### src/rtl/fmul_arbiter.sv
// Round-robin arbiter/sequencer sharing one FMUL32 among NREQ requesters.
// Define FMUL_ARB_TIMEOUT_EN to build the WAIT-state timeout (qNaN + rsp_err).
module fmul_arbiter #(
    parameter int NREQ    = 4,
    parameter int TIMEOUT = 64,
    localparam int IW     = $clog2(NREQ)
) (
    input  logic              clk,
    input  logic              rst_n,
    input  logic [NREQ-1:0]    req_valid,
    output logic [NREQ-1:0]    req_ready,
    input  logic [NREQ*32-1:0] req_op1,
    input  logic [NREQ*32-1:0] req_op2,
    input  logic [NREQ*2-1:0]  req_opc,
    input  logic [NREQ*2-1:0]  req_rmode,
    output logic              rsp_valid,
    input  logic              rsp_ready,
    output logic [IW-1:0]      rsp_id,
    output logic [31:0]        rsp_result,
    output logic              rsp_err,
    output logic [31:0]        fmul_op1,
    output logic [31:0]        fmul_op2,
    output logic [1:0]         fmul_opc,
    output logic [1:0]         fmul_r_mode,
    input  logic [31:0]        fmul_result,
    input  logic              fmul_val
);

    typedef enum logic [1:0] {
        ST_IDLE,
        ST_ISSUE,
        ST_WAIT,
        ST_RESP
    } state_t;

    state_t        state;
    logic [IW-1:0] last_grant;
    logic [IW-1:0] grant_idx;
    logic [IW-1:0] cand;
    logic          grant_found;

`ifdef FMUL_ARB_TIMEOUT_EN
    localparam int TCW_RAW = $clog2(TIMEOUT + 1);
    localparam int TCW     = (TCW_RAW < 8) ? 8 : ((TCW_RAW > 16) ? 16 : TCW_RAW);
    logic [TCW-1:0] wait_cnt;
`else
    assign rsp_err = 1'b0;
`endif

    // First valid requester at or after last_grant+1, wrapping modulo NREQ.
    always_comb begin
        grant_found = 1'b0;
        grant_idx   = '0;
        cand        = '0;
        for (int unsigned k = 0; k < NREQ; k++) begin
            cand = IW'((32'(last_grant) + 32'd1 + k) % 32'(NREQ));
            if (!grant_found && req_valid[cand]) begin
                grant_found = 1'b1;
                grant_idx   = cand;
            end
        end
    end

    // Gated by rst_n so every output reads zero while reset is held.
    always_comb begin
        req_ready = '0;
        if (rst_n && state == ST_IDLE && grant_found) begin
            req_ready[grant_idx] = 1'b1;
        end
    end

    always_ff @(posedge clk or negedge rst_n) begin
        if (!rst_n) begin
            state       <= ST_IDLE;
            last_grant  <= IW'(NREQ - 1);
            rsp_valid   <= 1'b0;
            rsp_id      <= '0;
            rsp_result  <= '0;
            fmul_op1    <= '0;
            fmul_op2    <= '0;
            fmul_opc    <= '0;
            fmul_r_mode <= '0;
`ifdef FMUL_ARB_TIMEOUT_EN
            rsp_err     <= 1'b0;
            wait_cnt    <= '0;
`endif
        end else begin
            unique case (state)
                ST_IDLE: begin
                    if (grant_found) begin
                        fmul_op1    <= req_op1[32*grant_idx +: 32];
                        fmul_op2    <= req_op2[32*grant_idx +: 32];
                        fmul_opc    <= req_opc[2*grant_idx +: 2];
                        fmul_r_mode <= req_rmode[2*grant_idx +: 2];
                        rsp_id      <= grant_idx;
                        last_grant  <= grant_idx;
                        state       <= ST_ISSUE;
                    end
                end
                ST_ISSUE: begin
`ifdef FMUL_ARB_TIMEOUT_EN
                    wait_cnt <= '0;
`endif
                    state <= ST_WAIT;
                end
                ST_WAIT: begin
                    if (fmul_val) begin
                        rsp_result <= fmul_result;
`ifdef FMUL_ARB_TIMEOUT_EN
                        rsp_err    <= 1'b0;
`endif
                        rsp_valid  <= 1'b1;
                        state      <= ST_RESP;
`ifdef FMUL_ARB_TIMEOUT_EN
                    end else if (wait_cnt == TCW'(TIMEOUT - 1)) begin
                        rsp_result <= 32'h7FC0_0000;
                        rsp_err    <= 1'b1;
                        rsp_valid  <= 1'b1;
                        state      <= ST_RESP;
                    end else begin
                        wait_cnt <= wait_cnt + 1'b1;
`endif
                    end
                end
                ST_RESP: begin
                    if (rsp_ready) begin
                        rsp_valid <= 1'b0;
                        state     <= ST_IDLE;
                    end
                end
                default: state <= ST_IDLE;
            endcase
        end
    end

endmodule

### config.mk
export PLATFORM = sky130hd
export DESIGN_NAME = fmul_arbiter
export DESIGN_NICKNAME = d
export VERILOG_FILES = /design/src/rtl/fmul_arbiter.sv
export SDC_FILE = /design/constraint.sdc
export NUM_CORES = 1
export LEC_CHECK = 0
export CAP_MARGIN = 30
export CORE_AREA = 10 10 153 155
export CTS_CLUSTER_DIAMETER = 120
export DETAILED_ROUTE_END_ITERATION = 12
export DIE_AREA = 0 0 163 165
export PLACE_DENSITY_LB_ADDON = 0.08
export SKIP_LAST_GASP = 1
export SLEW_MARGIN = 20
export SYNTH_ARGS = -nofsm -noshare
export SYNTH_HDL_FRONTEND = slang
export SYNTH_SLANG_ARGS = --single-unit
### constraint.sdc
create_clock -name clk -period 2.3 [get_ports clk]
set_input_delay 0.345 -clock clk [delete_from_list [all_inputs] [get_ports clk]]
set_output_delay 0.345 -clock clk [all_outputs]
set_load 0.02 [all_outputs]
==> summary.txt <==
Synthesis
  – Number of synthesized flops with an enable pin: 0
  – Leading area contributor after synthesis: dfrtp_1
  – Synth Area per Inst: 9.98 um^2
  – Mapped Cells: around 660
  – Top cell type's share of synthesized area: about two fifths
  – Synth Net Count: approximately 980
  – #FFs+latches synth: 107
  – Post-synthesis sequential area ratio: 40.4%
  – Asr flop ratio synth: 100%
  – Top_reg_cell synth: dfrtp_1
  – Distinct cells, synth: 38
  – Mapped cell area: approximately 0.0066 mm^2
  – Top cells by area, synth: dfrtp_1 (40%), nor3b_1 (11%), mux2i_1 (10%)
  – Ys Warns: 0

Finish
  – Layout cells sized above 1: 12.7%
  – Commonest cells after routing, fill and taps aside: clkdlybuf4s50_1 (413), dfrtp_1 (105), nor3b_1 (96)
  – Area grow syn2layout: 79.7%
  – Core Util, Final: approximately three fifths
  – Commonest non-fill, non-tap cell in the layout: clkdlybuf4s50_1
  – Fin nets: around 1,400

STA
  – Slew margin rel.: 53.4%
  – Hold Vio Cnt, Final: 0
  – Final TNS setup: 0 ps
  – Final Cycle Share: a little over nine tenths
  – PnR worst setup slack: 81.9 ps
  – Clk_skew: around 10 ps
  – Final hold slack: approximately 360 ps
  – Max Transition Viols Final: 0
  – Post-layout min period: 2220 ps
  – Worst-margin pin slew: roughly 700 ps
  – Final Setup Violations: 0
  – RSZ-0062 raised after global routing: true
  – Fmax: approximately 450 MHz

Clock network
  – CTS Root Cell: clkbuf_16
  – Clk sinks: approximately 110
  – Worst-path clk slew: 90 ps
  – CTS buffer count: 9
  – Worst-case clock buffer depth: 2
  – Clk Latency, worst-skew pair: roughly 360 ps
  – CTS tree: built
  – H-tree levels: 3

Detailed routing
  – Final antenna-violating net count: 0
  – WL/cell: 22.9 um
  – WL final: 31,200 um
  – Drt pass-1 iters: 4
  – DR vias: approximately 7,000
  – DR iter-0 viols: between 400 and 500
  – DRC Markers: 0
  – Drt via density: ~5.2

Power and ir drop
  – P_leak: around 4.7 nW
  – PD cells: roughly 1200 mW/mm^2
  – Worst IR Drop VDD: approximately 0.58 mV

GRT
  – Antenna violations before repair: 2
  – Gr ovfl total: 0
  – GRT met1 Usage: around 24%
  – Vias in the first global route: 7,492
  – Largest net degree at the start of global routing: 55
  – Grt met2 use: between 30 and 40%
  – Total GRT Usage: 22.1%
  – GR peak layer: met2
  – Met3 usage: between 7 and 8%
  – First-pass GRT wire length: between 40,000 and 50,000 um

Die
  – Core footprint: 0.0202 mm^2
  – Rows: 52
  – Area of the die: roughly 0.027 mm^2
  – Die Width: 163 um
  – Initial Utilization: approximately a third
  – Num ports: 420
  – Die height: between 150 and 200 um

Placement
  – RePlAce Congestion: between 0.8 and 0.9
  – Setup slack at placement: -328 ps
  – Post-DP HPWL: approximately 24,000 um
  – Port bufs: ~420

Run status
  – Status: complete, no violations

Critical path
  – Critical path class: in2out
  – Crit start category: input pin
  – Buf+Inv Stages, Crit Path: 2
  – Crit-path max FO: 8
  – Slowest cell delay on critical path: ~420 ps
  – Req. time, crit path: 1960 ps
  – CP max stage cell: or3_1
  – Delay-heaviest family, CP: simple AND/OR/NAND/NOR gates
  – CP endpoint kind: primary output
  – Critical Path AT: ~1900 ps
  – Cell breakdown of the critical path: clkdlybuf4s50_1 > or3_1 > nor2_2 > nor2b_4 > and3_1 > clkdlybuf4s15_2

Hold path
  – HP Class: in2async

Flow run
  – Max_cap viols: 0
-- per-layer routing --
layer	up-vias	wire, um	share of wire, %
li1	3354	-	-
met1	3341	11700	38
met2	295	15800	51
met3	36	3010	9.6
met4	0	688	2.2
met5	-	0	0
-- metrics by stage --
step	cell area [um^2]	power, mW	instances
finish	11900	14.3	1363
global route	11900	15.3	1363
CTS	11900	14.4	1358
detailed placement	11500	12.7	1337
global placement	11500	12.6	1337
floorplan	6630	8.30	664
-- state kept, by name, indices dropped and copies added (netlist names) --
| signal | cells |
|---|---|
| fmul_op1 | 32 |
| fmul_op2 | 32 |
| rsp_result | 32 |
| fmul_opc | 2 |
| fmul_r_mode | 2 |
| last_grant | 2 |
| rsp_id | 2 |
| state | 2 |
| rsp_valid | 1 |
-- Yosys cell counts, types with 2 or more instances --
master,count
dfrtp_1,105
nor3b_1,96
mux2i_1,69
a21oi_1,53
nor2_1,53
o21ai_0,42
a221oi_1,40
clkbuf_1,35
mux2_2,32
buf_2,27
a221o_1,20
o22a_1,20
a221oi_2,9
nand2_1,7
o21ai_1,7
buf_1,6
inv_1,6
and3_1,5
nor2b_1,5
buf_4,3
ha_1,3
nand2b_1,3
buf_6,2
dfstp_2,2
-- kinds of logic after synthesis --
group           count (synthesis)  synth area share (%)
compound gates                200                  21.8
fa+ha+maj                       3                 0.567
buf+inv                        79                  5.38
flops                         107                  40.4
mux                           101                  15.9
other cells                     1                0.0566
simple gates                  173                  15.9
-- worst reg2reg max path: cells and delay by family, from the launching register on --
family                 cells  cell delay (ps)
DFF                        1              600
muxes                      2              450
buffers and inverters      4              580
AOI/OAI and AO/OA          3              510
-- final timing paths --
path | end | slack [ps] | depth (start not counted) | startpoint
worst max-delay path | req_ready[0] | 80 | 6 | req_valid[1]
worst min register to register | rsp_id[1] | 500 | 2 | rsp_id[1]
max in group asynchronous | fmul_op1[23] | 970 | 3 | rst_n
worst min-delay path | rsp_result[27] | 360 | 2 | rst_n
worst max register to register | fmul_op2[16] | 100 | 9 | last_grant[1]
min in group clk | rsp_id[1] | 500 | 2 | rsp_id[1]
-- report_power, final --
part / switching [mW] / internal [mW] / total (mW)
clock: 0.894 / 0.795 / 1.69
combinational: 4.67 / 4.52 / 9.19
sequential: 0.519 / 2.88 / 3.40
-- cell type report --
class | instances | area [um^2]
Antenna cell | 2 | 5.00
Clock buffer | 9 | 225
Clock inverter | 7 | 93.8
Fill cell | 1764 | 8260
Inverter | 6 | 22.5
Multi-Input combinational cell | 478 | 3660
Sequential cell | 107 | 2680
Tap cell | 270 | 338
Timing Repair Buffer | 484 | 4880
-- what timing repair did --
item | 4_1_cts | 5_1_grt
gates resized for setup | 11 | 5
buffers inserted | 4 | 3
hold endpoints to repair | 5 | 0
endpoints found under the setup margin | 4 | 9
hold buffers | 1 | 0
Note: power is estimated with default switching activity, not from simulation.
